File: src/rtl/money_manager.sv
// rtl/money_manager.sv - coin-operated balance keeper with buy/refund handling and an error-hold LED
module money_manager #(
    parameter int MAX_MONEY  = 10000,
    parameter int ERR_CYCLES = 50000000
) (
    input  logic        clk,
    input  logic        rst,
    input  logic        btn_c100,
    input  logic        btn_c500,
    input  logic        btn_c1000,
    input  logic        buy_req,
    input  logic [15:0] price,
    input  logic        refund_req,
    output logic [15:0] current_money,
    output logic        buy_ok,
    output logic        buy_fail,
    output logic        sat_flag,
    output logic [15:0] change_out,
    output logic        err_led
);

    localparam int              CW       = (ERR_CYCLES > 1) ? $clog2(ERR_CYCLES) : 1;
    localparam logic [CW-1:0]   CNT_LOAD = CW'(ERR_CYCLES - 1);
    localparam logic [16:0]     MAX17    = 17'(MAX_MONEY);

    typedef enum logic {IDLE = 1'b0, ERR = 1'b1} state_t;

    state_t      state_q;
    logic [CW-1:0] cnt_q;
    logic        run_q;
    logic [1:0]  fill_q;
    logic [2:0]  btn_raw, sync1_q, sync2_q, prev_q, arm_q, coin_q, rise;
    logic [15:0] money_q, money_d, change_q, change_d;
    logic        buy_ok_q, buy_ok_d, buy_fail_q, buy_fail_d, sat_q, sat_d, err_q;
    logic [16:0] money17, price17, coin_val, coin_sum;

    assign btn_raw = {btn_c1000, btn_c500, btn_c100};
    // A button only arms after the synchronizer has shown a real low, so a press held through reset is ignored.
    assign rise    = sync2_q & ~prev_q & arm_q;

    always_comb begin
        money17  = {1'b0, money_q};
        price17  = {1'b0, price};
        coin_val = 17'd0;
        if (coin_q[2])      coin_val = 17'd1000;
        else if (coin_q[1]) coin_val = 17'd500;
        else if (coin_q[0]) coin_val = 17'd100;
        coin_sum   = money17 + coin_val;
        money_d    = money_q;
        change_d   = change_q;
        buy_ok_d   = 1'b0;
        buy_fail_d = 1'b0;
        sat_d      = 1'b0;
        if (refund_req) begin
            change_d = money_q;
            money_d  = 16'd0;
        end else if (buy_req) begin
            if (price != 16'd0 && price17 <= money17) begin
                money_d  = 16'(money17 - price17);
                buy_ok_d = 1'b1;
            end else begin
                buy_fail_d = 1'b1;
            end
        end else if (coin_val != 17'd0) begin
            if (coin_sum > MAX17) begin
                money_d = MAX17[15:0];
                sat_d   = 1'b1;
            end else begin
                money_d = coin_sum[15:0];
            end
        end
    end

    always_ff @(posedge clk or posedge rst) begin
        if (rst) begin
            run_q      <= 1'b0;
            fill_q     <= 2'b00;
            sync1_q    <= 3'b000;
            sync2_q    <= 3'b000;
            prev_q     <= 3'b000;
            arm_q      <= 3'b000;
            coin_q     <= 3'b000;
            money_q    <= 16'd0;
            change_q   <= 16'd0;
            buy_ok_q   <= 1'b0;
            buy_fail_q <= 1'b0;
            sat_q      <= 1'b0;
            err_q      <= 1'b0;
            state_q    <= IDLE;
            cnt_q      <= '0;
        end else begin
            run_q <= 1'b1;
            // The edge that first sees rst low only arms run_q; functional updates start one edge later.
            if (run_q) begin
                fill_q     <= {fill_q[0], 1'b1};
                sync1_q    <= btn_raw;
                sync2_q    <= sync1_q;
                prev_q     <= sync2_q;
                arm_q      <= arm_q | (~sync2_q & {3{fill_q[1]}});
                coin_q     <= rise;
                money_q    <= money_d;
                change_q   <= change_d;
                buy_ok_q   <= buy_ok_d;
                buy_fail_q <= buy_fail_d;
                sat_q      <= sat_d;
                case (state_q)
                    IDLE: begin
                        err_q <= 1'b0;
                        if (buy_fail_d) begin
                            state_q <= ERR;
                            cnt_q   <= CNT_LOAD;
                            err_q   <= 1'b1;
                        end
                    end
                    ERR: begin
                        if (buy_fail_d) begin
                            cnt_q <= CNT_LOAD;
                        end else if (cnt_q == '0) begin
                            state_q <= IDLE;
                            err_q   <= 1'b0;
                        end else begin
                            cnt_q <= cnt_q - CW'(1);
                        end
                    end
                endcase
            end
        end
    end

    assign current_money = money_q;
    assign change_out    = change_q;
    assign buy_ok        = buy_ok_q;
    assign buy_fail      = buy_fail_q;
    assign sat_flag      = sat_q;
    assign err_led       = err_q;

endmodule

File: config.mk
export PLATFORM = sky130hd
export DESIGN_NAME = money_manager
export DESIGN_NICKNAME = d
export VERILOG_FILES = /design/src/rtl/money_manager.sv
export SDC_FILE = /design/constraint.sdc
export NUM_CORES = 1
export LEC_CHECK = 0
export BUFFER_PORTS_ARGS = -buffer_cell sky130_fd_sc_hd__buf_2
export CORE_ASPECT_RATIO = 1.1
export CORE_MARGIN = 2
export CORE_UTILIZATION = 46
export CTS_CLUSTER_DIAMETER = 200
export DETAILED_ROUTE_END_ITERATION = 8
export GPL_ROUTABILITY_DRIVEN = 0
export HOLD_SLACK_MARGIN = 0.12
export PLACE_DENSITY = 0.61
export RECOVER_POWER = 25
export SETUP_SLACK_MARGIN = 0.2
export SLEW_MARGIN = 0
export SYNTH_ARGS = -nofsm -noshare
export SYNTH_HDL_FRONTEND = slang
export SYNTH_SLANG_ARGS = --single-unit
File: constraint.sdc
create_clock -name clk -period 6.3 [get_ports clk]
set_input_delay 0.945 -clock clk [delete_from_list [all_inputs] [get_ports clk]]
set_output_delay 0.945 -clock clk [all_outputs]
set_load 0.03 [all_outputs]
[Word level (Yosys, flattened, before mapping)]
Index checks and enable logic that the tools add are counted.
Storage, ports and cells
  register bits: 81
  bits in latches: 0
  RAM bits: 0
  memory bits (read-only): 0
  bits of input ports: 23
  memories: 0
Operators by class
  $add $sub $neg: 3
  multiply operators: 0
  div/mod/pow operators: 0
  $lt $le $gt $ge: 2
  equal/unequal tests: 5
  shifts and indexed selects: 0
  muxes and demuxes: 29
  bitwise logic cells: 7
  reduce and logical (&&, ||, !) cells: 9
Operator list (count)
  16-bit 2-to-1 mux: 5
  26-bit 2-to-1 mux: 3
  26-bit one-hot mux with 2 select lines: 1
  26-bit logical NOT: 1
  26-bit by 1-bit subtractor with 26-bit output (second input constant): 1
  16-bit by 17-bit adder with 17-bit output: 1
  17-bit by 14-bit > comparator with 1-bit output (second input constant): 1
  17-bit nonzero test: 1
  16-bit <= comparator: 1
  16-bit nonzero test: 1
  16-bit subtractor: 1
  1-bit 2-to-1 mux: 15
  10-bit 2-to-1 mux: 1
  3-bit AND: 3
  9-bit 2-to-1 mux: 1
  3-bit AND reduction: 3
  7-bit 2-to-1 mux: 1
  3-bit inverter: 2
  2-bit inequality test (second input constant): 2
  1-bit one-hot mux with 2 select lines: 2
  3-bit by 1-bit inequality test with 1-bit output (second input constant): 1
  3-bit inequality test (second input constant): 1
  3-bit OR: 1
  3-bit nonzero test: 1
  4 further kinds: 4

[Depth between registers and ports, before layout]
  depth in word-level cells: 9
  depth in mapped cells: 14
  depth with buffers taken out: 13

[Worst setup path before layout]
No wires, ideal clock.
  path type: input to register
  from: input price[0]
  to: register cnt_q[7]
  arrival: 3.564 ns
  data required time: 6.182 ns
  path slack: 2.618 ns
  stages: 13
  buffers on the path: 2
  path through: ha_1 inv_1 fa_1 a21o_1 a211o_1 a31oi_1 a211oi_2 or2_2 clkbuf_1 a21oi_1 buf_2 o21ai_0 a21o_1
On the way
  longest elaborated chain between the ends: 7
  elaborated cells on any way between the ends: 11
RTL lines
  start, declared: RTL line 12  | input logic [15:0] price,
  16-bit <= comparator / 16-bit nonzero test (equally long branches): RTL line 58  | if (price != 16'd0 && price17 <= money17) begin
  1-bit logical AND (*): RTL line 58
  1-bit 2-to-1 mux (*): RTL line 58
  1-bit 2-to-1 mux (*): RTL line 57  | end else if (buy_req) begin
  1-bit 2-to-1 mux (*): RTL line 54  | if (refund_req) begin
  3-bit inequality test (no line) (tied with other cells)
  3-bit AND reduction (no line) / 26-bit one-hot mux with 2 select lines (equally long branches)
  end signal, assigned: RTL line 122  | cnt_q <= cnt_q - CW'(1);
  end, declared: RTL line 29  | logic [CW-1:0] cnt_q;
Mark *: on every way between the ends. The rest lies on a longest branch, timed or not.
A chain may end at the register's enable or synchronous reset.

[Worst setup path after layout]
  from: register coin_q[2]
  to: register money_q[10], in the netlist current_money[10]
On the way
  longest elaborated chain between the ends: 7
  elaborated cells on any way between the ends: 10
RTL lines
  start, declared: RTL line 32  | logic [2:0] btn_raw, sync1_q, sync2_q, prev_q, arm_q, coin_q, rise;
  start signal, assigned: RTL line 100  | coin_q <= rise;
  10-bit 2-to-1 mux (*): RTL line 45  | if (coin_q[2]) coin_val = 17'd1000;
  16-bit by 17-bit adder with 17-bit output: RTL line 48  | coin_sum = money17 + coin_val;
  17-bit by 14-bit > comparator with 1-bit output: RTL line 65  | if (coin_sum > MAX17) begin
  16-bit 2-to-1 mux: RTL line 65
  16-bit 2-to-1 mux: RTL line 64  | end else if (coin_val != 17'd0) begin
  16-bit 2-to-1 mux: RTL line 57
  16-bit 2-to-1 mux: RTL line 54
  end signal, assigned: RTL line 101  | money_q <= money_d;
  end, declared: RTL line 33  | logic [15:0] money_q, money_d, change_q, change_d;
Mark *: on every way between the ends. The rest lies on a longest branch, timed or not. The select of a mux whose other input is x is not followed.

==> metrics.md <==
| Metric | Value |
|---|---|
| Sequential area share after synthesis | between 30% and 40% |
| Largest net degree at the start of global routing | approximately 80 |
| Worst R2R End | current_money[10] |
| Simple-gate share of the synthesized area | 19.6% |
| Avg Inst Size Synth | between 9 and 10 um^2 |
| Final core utilization | 53.2% |
| Placed Instances | about 770 |
| FMAX | 248 MHz |
| DP Area | between 0.005 and 0.006 mm^2 |
| Post-synthesis mux area share | 5.05% |
| Worst Skew | 0.00735 ns |
| Top-area cell type share of the netlist area | 38.2% |
| CTS hold repair buffers | 0 |
| Syn-to-layout area delta | 13.8% |
| Post-route antenna net violation count | 0 |
| Area leader, netlist | dfrtp_1 |
| GRT Total Usage | 23.0% |
| Final-stage net count | ~700 |
| Max VDD drop | 146 uV |
| Post-synth ARST share | 100% |
| PostCTS Resize Cnt | 0 |
| Core area | ~0.011 mm^2 |
| Worst-path clk slew | 0.06 ns |
| Yosys warns | 0 |
| Vias per inst | 6.02 |
| Pwr/cell area | 328 mW/mm^2 |
| Worst Path Arrival | between 4 and 5 ns |
| Ys flop type | dfrtp_1 |
| TritonRoute pass-1 iters | 5 |
| Crit-path max cell delay | 0.60 ns |
| R2R Path Start | coin_q[2] |
| Setup slack, reg-to-reg | about 2.3 ns |
| Max Slew Vio Count | 0 |
| Final hold viol count | 0 |
| Vias post-DR | ~4.8k |
| Post-synthesis xor/xnor area fraction | 2.15% |
| Largest family of logic cells by synthesized area | compound AO/OA/AOI/OAI gates |
| RSZ-0062 raised after global routing | false |
| Post-Synth Adder-Cell Area | 6.42% |
| Total grt overflow | 0 |
| Crit end category | flip-flop |
| Critical Path Sink | current_money[10] |
| Final setup vio count | 0 |
| Detailed router's first-iteration violation count | ~270 |
| Design area | 0.00603 mm^2 |
| R2r worst-path depth | 11 |
| Initial antenna violation count | 0 |
| CP Max Fanout | 10 |
| Clock buffer depth | 2 |
| ANT cells | 0 |
| TritonCTS clock tree | yes |
| Hold Path Class | flip-flop to flip-flop |
| Max-cap viol count | 0 |
| Clock Sinks | 81 |
| PortBufs | 58 |
| Critical path cell sequence | nor3_4, inv_4, ha_1, o21ai_0, nor4_1, nor3_1, a211oi_1, mux2i_1, a32oi_2, or2_1, a221o_1 |
| Top-count cell post-synth | dfrtp_1 |
| WL per Instance | 17.5 um |
| Synth cell types | 71 |
| Synth Area in Compound Gates | 24.0% |
| DIE AREA | between 0.01 and 0.015 mm^2 |
| Setup TNS | 0 ns |
| Post-DP HPWL | 10100 um |
| Synthesized instance count | roughly 580 |
| Core Rows | 41 |
| Post-Syn Area | 0.00530 mm^2 |
| Max_slew headroom | between 10% and 20% |
| Die height | approximately 120 um |
| TritonCTS Buffers | 9 |
| Critical path depth in cells | 11 |
| Outcome | finished, final reports clean |
| Post-Syn Nets | ~630 |
| Initial Util | 46.8% |
| I/O pin count | 59 |
| Cell leakage power | 2.83 nW |
| Worst skew pair latency | 0.34 ns |
| Synth Register Bits | 81 |
| First-pass GRT wire length | 22600 um |
| Root buffer cell | clkbuf_16 |
| Postcts setup bufs | 0 |
| Share of layout cells above drive strength 1 | 18.8% |
| CTS H-Tree Depth | 3 |
| Residual DRC | 0 |
| Fin crit share | around 64% |
| Detailed Route WL | roughly 14000 um |
| Area contributors post-synth | dfrtp_1 38%, ha_1 5.7%, mux2_2 4.7% |
| Post-synth top cells | 81 x dfrtp_1, 43 x inv_1, 42 x o21ai_0 |
| Vias in the first global route | ~4.6k |
| Die Width | 106 um |
| Post-Layout Cell Count | 790 |
| Slew at the pin with the worst max-slew slack | between 1 and 1.5 ns |
| Startpoint Class | flip-flop |
| WP buf/inv | 1 |
| Setup crit start | coin_q[2] |
| Critical Setup Path Class | flip-flop to flip-flop |
| Tmin final | 4.03 ns |
| Hold Path Stages | 1 |
| Critical Path Slowest Stage Cell | nor4_1 |
| Largest delay share family, worst path | simple AND/OR/NAND/NOR gates |
| Post-synth EDFFs | 0 |
| Critical Path RT | 6.52 ns |
[layer usage]
metal	vias up	wire length, um	GRT usage (%)	share of wire [%]
met3	22	537	3.07	3.9
met2	115	6680	39.1	48
met1	2345	6290	30.1	46
met4	0	304	9.12	2.2
met5	-	0	0	0
li1	2272	-	-	-
[layout by cell type, fill, tap and decap left out, drive strengths merged, types with 13 or more instances in the layout]
cell type	instances
nor3	23
o21ai	42
nor4	13
ha	24
nor2	34
dfrtp	81
nand2	40
a21o	20
inv	44
a21oi	32
mux2	22
buf	61
[through the flow]
stage | hold slack [ns] | worst slack [ns] | power [W]
CTS | 0.468 | 2.33 | 0.00198
finish | 0.467 | 2.27 | 0.00198
global route | 0.483 | 1.98 | 0.00210
detailed placement | 0.451 | 2.19 | 0.00145
floorplan | 0.431 | 2.62 | 0.00123
global placement | 0.445 | 2.31 | 0.00143
[cell families after synthesis]
group | Yosys count
AO/OA/AOI/OAI | 180
XOR/XNOR | 13
adder cells (fa/ha/maj) | 26
buffers and inverters | 62
flip-flops | 81
multiplexers | 24
other | 1
AND/OR/NAND/NOR | 192
[worst register-to-register path, delay by kind of cell, from the launching register on]
kind                       cells  cell delay, ns
adders and majority gates      1            0.41
muxes                          1            0.36
and+or+nand+nor                4            1.51
DFF                            1            0.47
buffers and inverters          1            0.10
AOI/OAI and AO/OA              4            1.05
[final cells by class]
class	count	area [um^2]
Multi-Input combinational cell	436	3040
Timing Repair Buffer	62	317
Sequential cell	81	2030
Tap cell	150	188
Clock buffer	9	225
Fill cell	1068	5300
Clock inverter	7	70.1
Inverter	45	173
[where the power goes]
group / switching, W / leakage [nW] / internal, W / total [W]
Combinational: 0.000485 / 1.71 / 0.000289 / 0.000774
Sequential: 0.0000886 / 0.970 / 0.000586 / 0.000675
Clock: 0.000222 / 0.146 / 0.000307 / 0.000529
[state kept, by name (all words and copies together), names as in the netlist, 3 cells and up]
register       count
coin_q             3
prev_q             3
arm_q              3
sync1_q            3
cnt_q             26
current_money     16
change_out        16
sync2_q            3
[how the worst min path moves through the flow]
| stage | start | endpoint | slack [ns] |
|---|---|---|---|
| finish | fill_q[0] | fill_q[0] | 0.47 |
| CTS | fill_q[0] | fill_q[0] | 0.47 |
| floorplan | fill_q[0] | fill_q[0] | 0.43 |
| global route | arm_q[1] | arm_q[1] | 0.48 |
| detailed placement | fill_q[0] | fill_q[0] | 0.45 |
| global placement | fill_q[0] | fill_q[0] | 0.45 |
(Power assumes the default switching activity.)
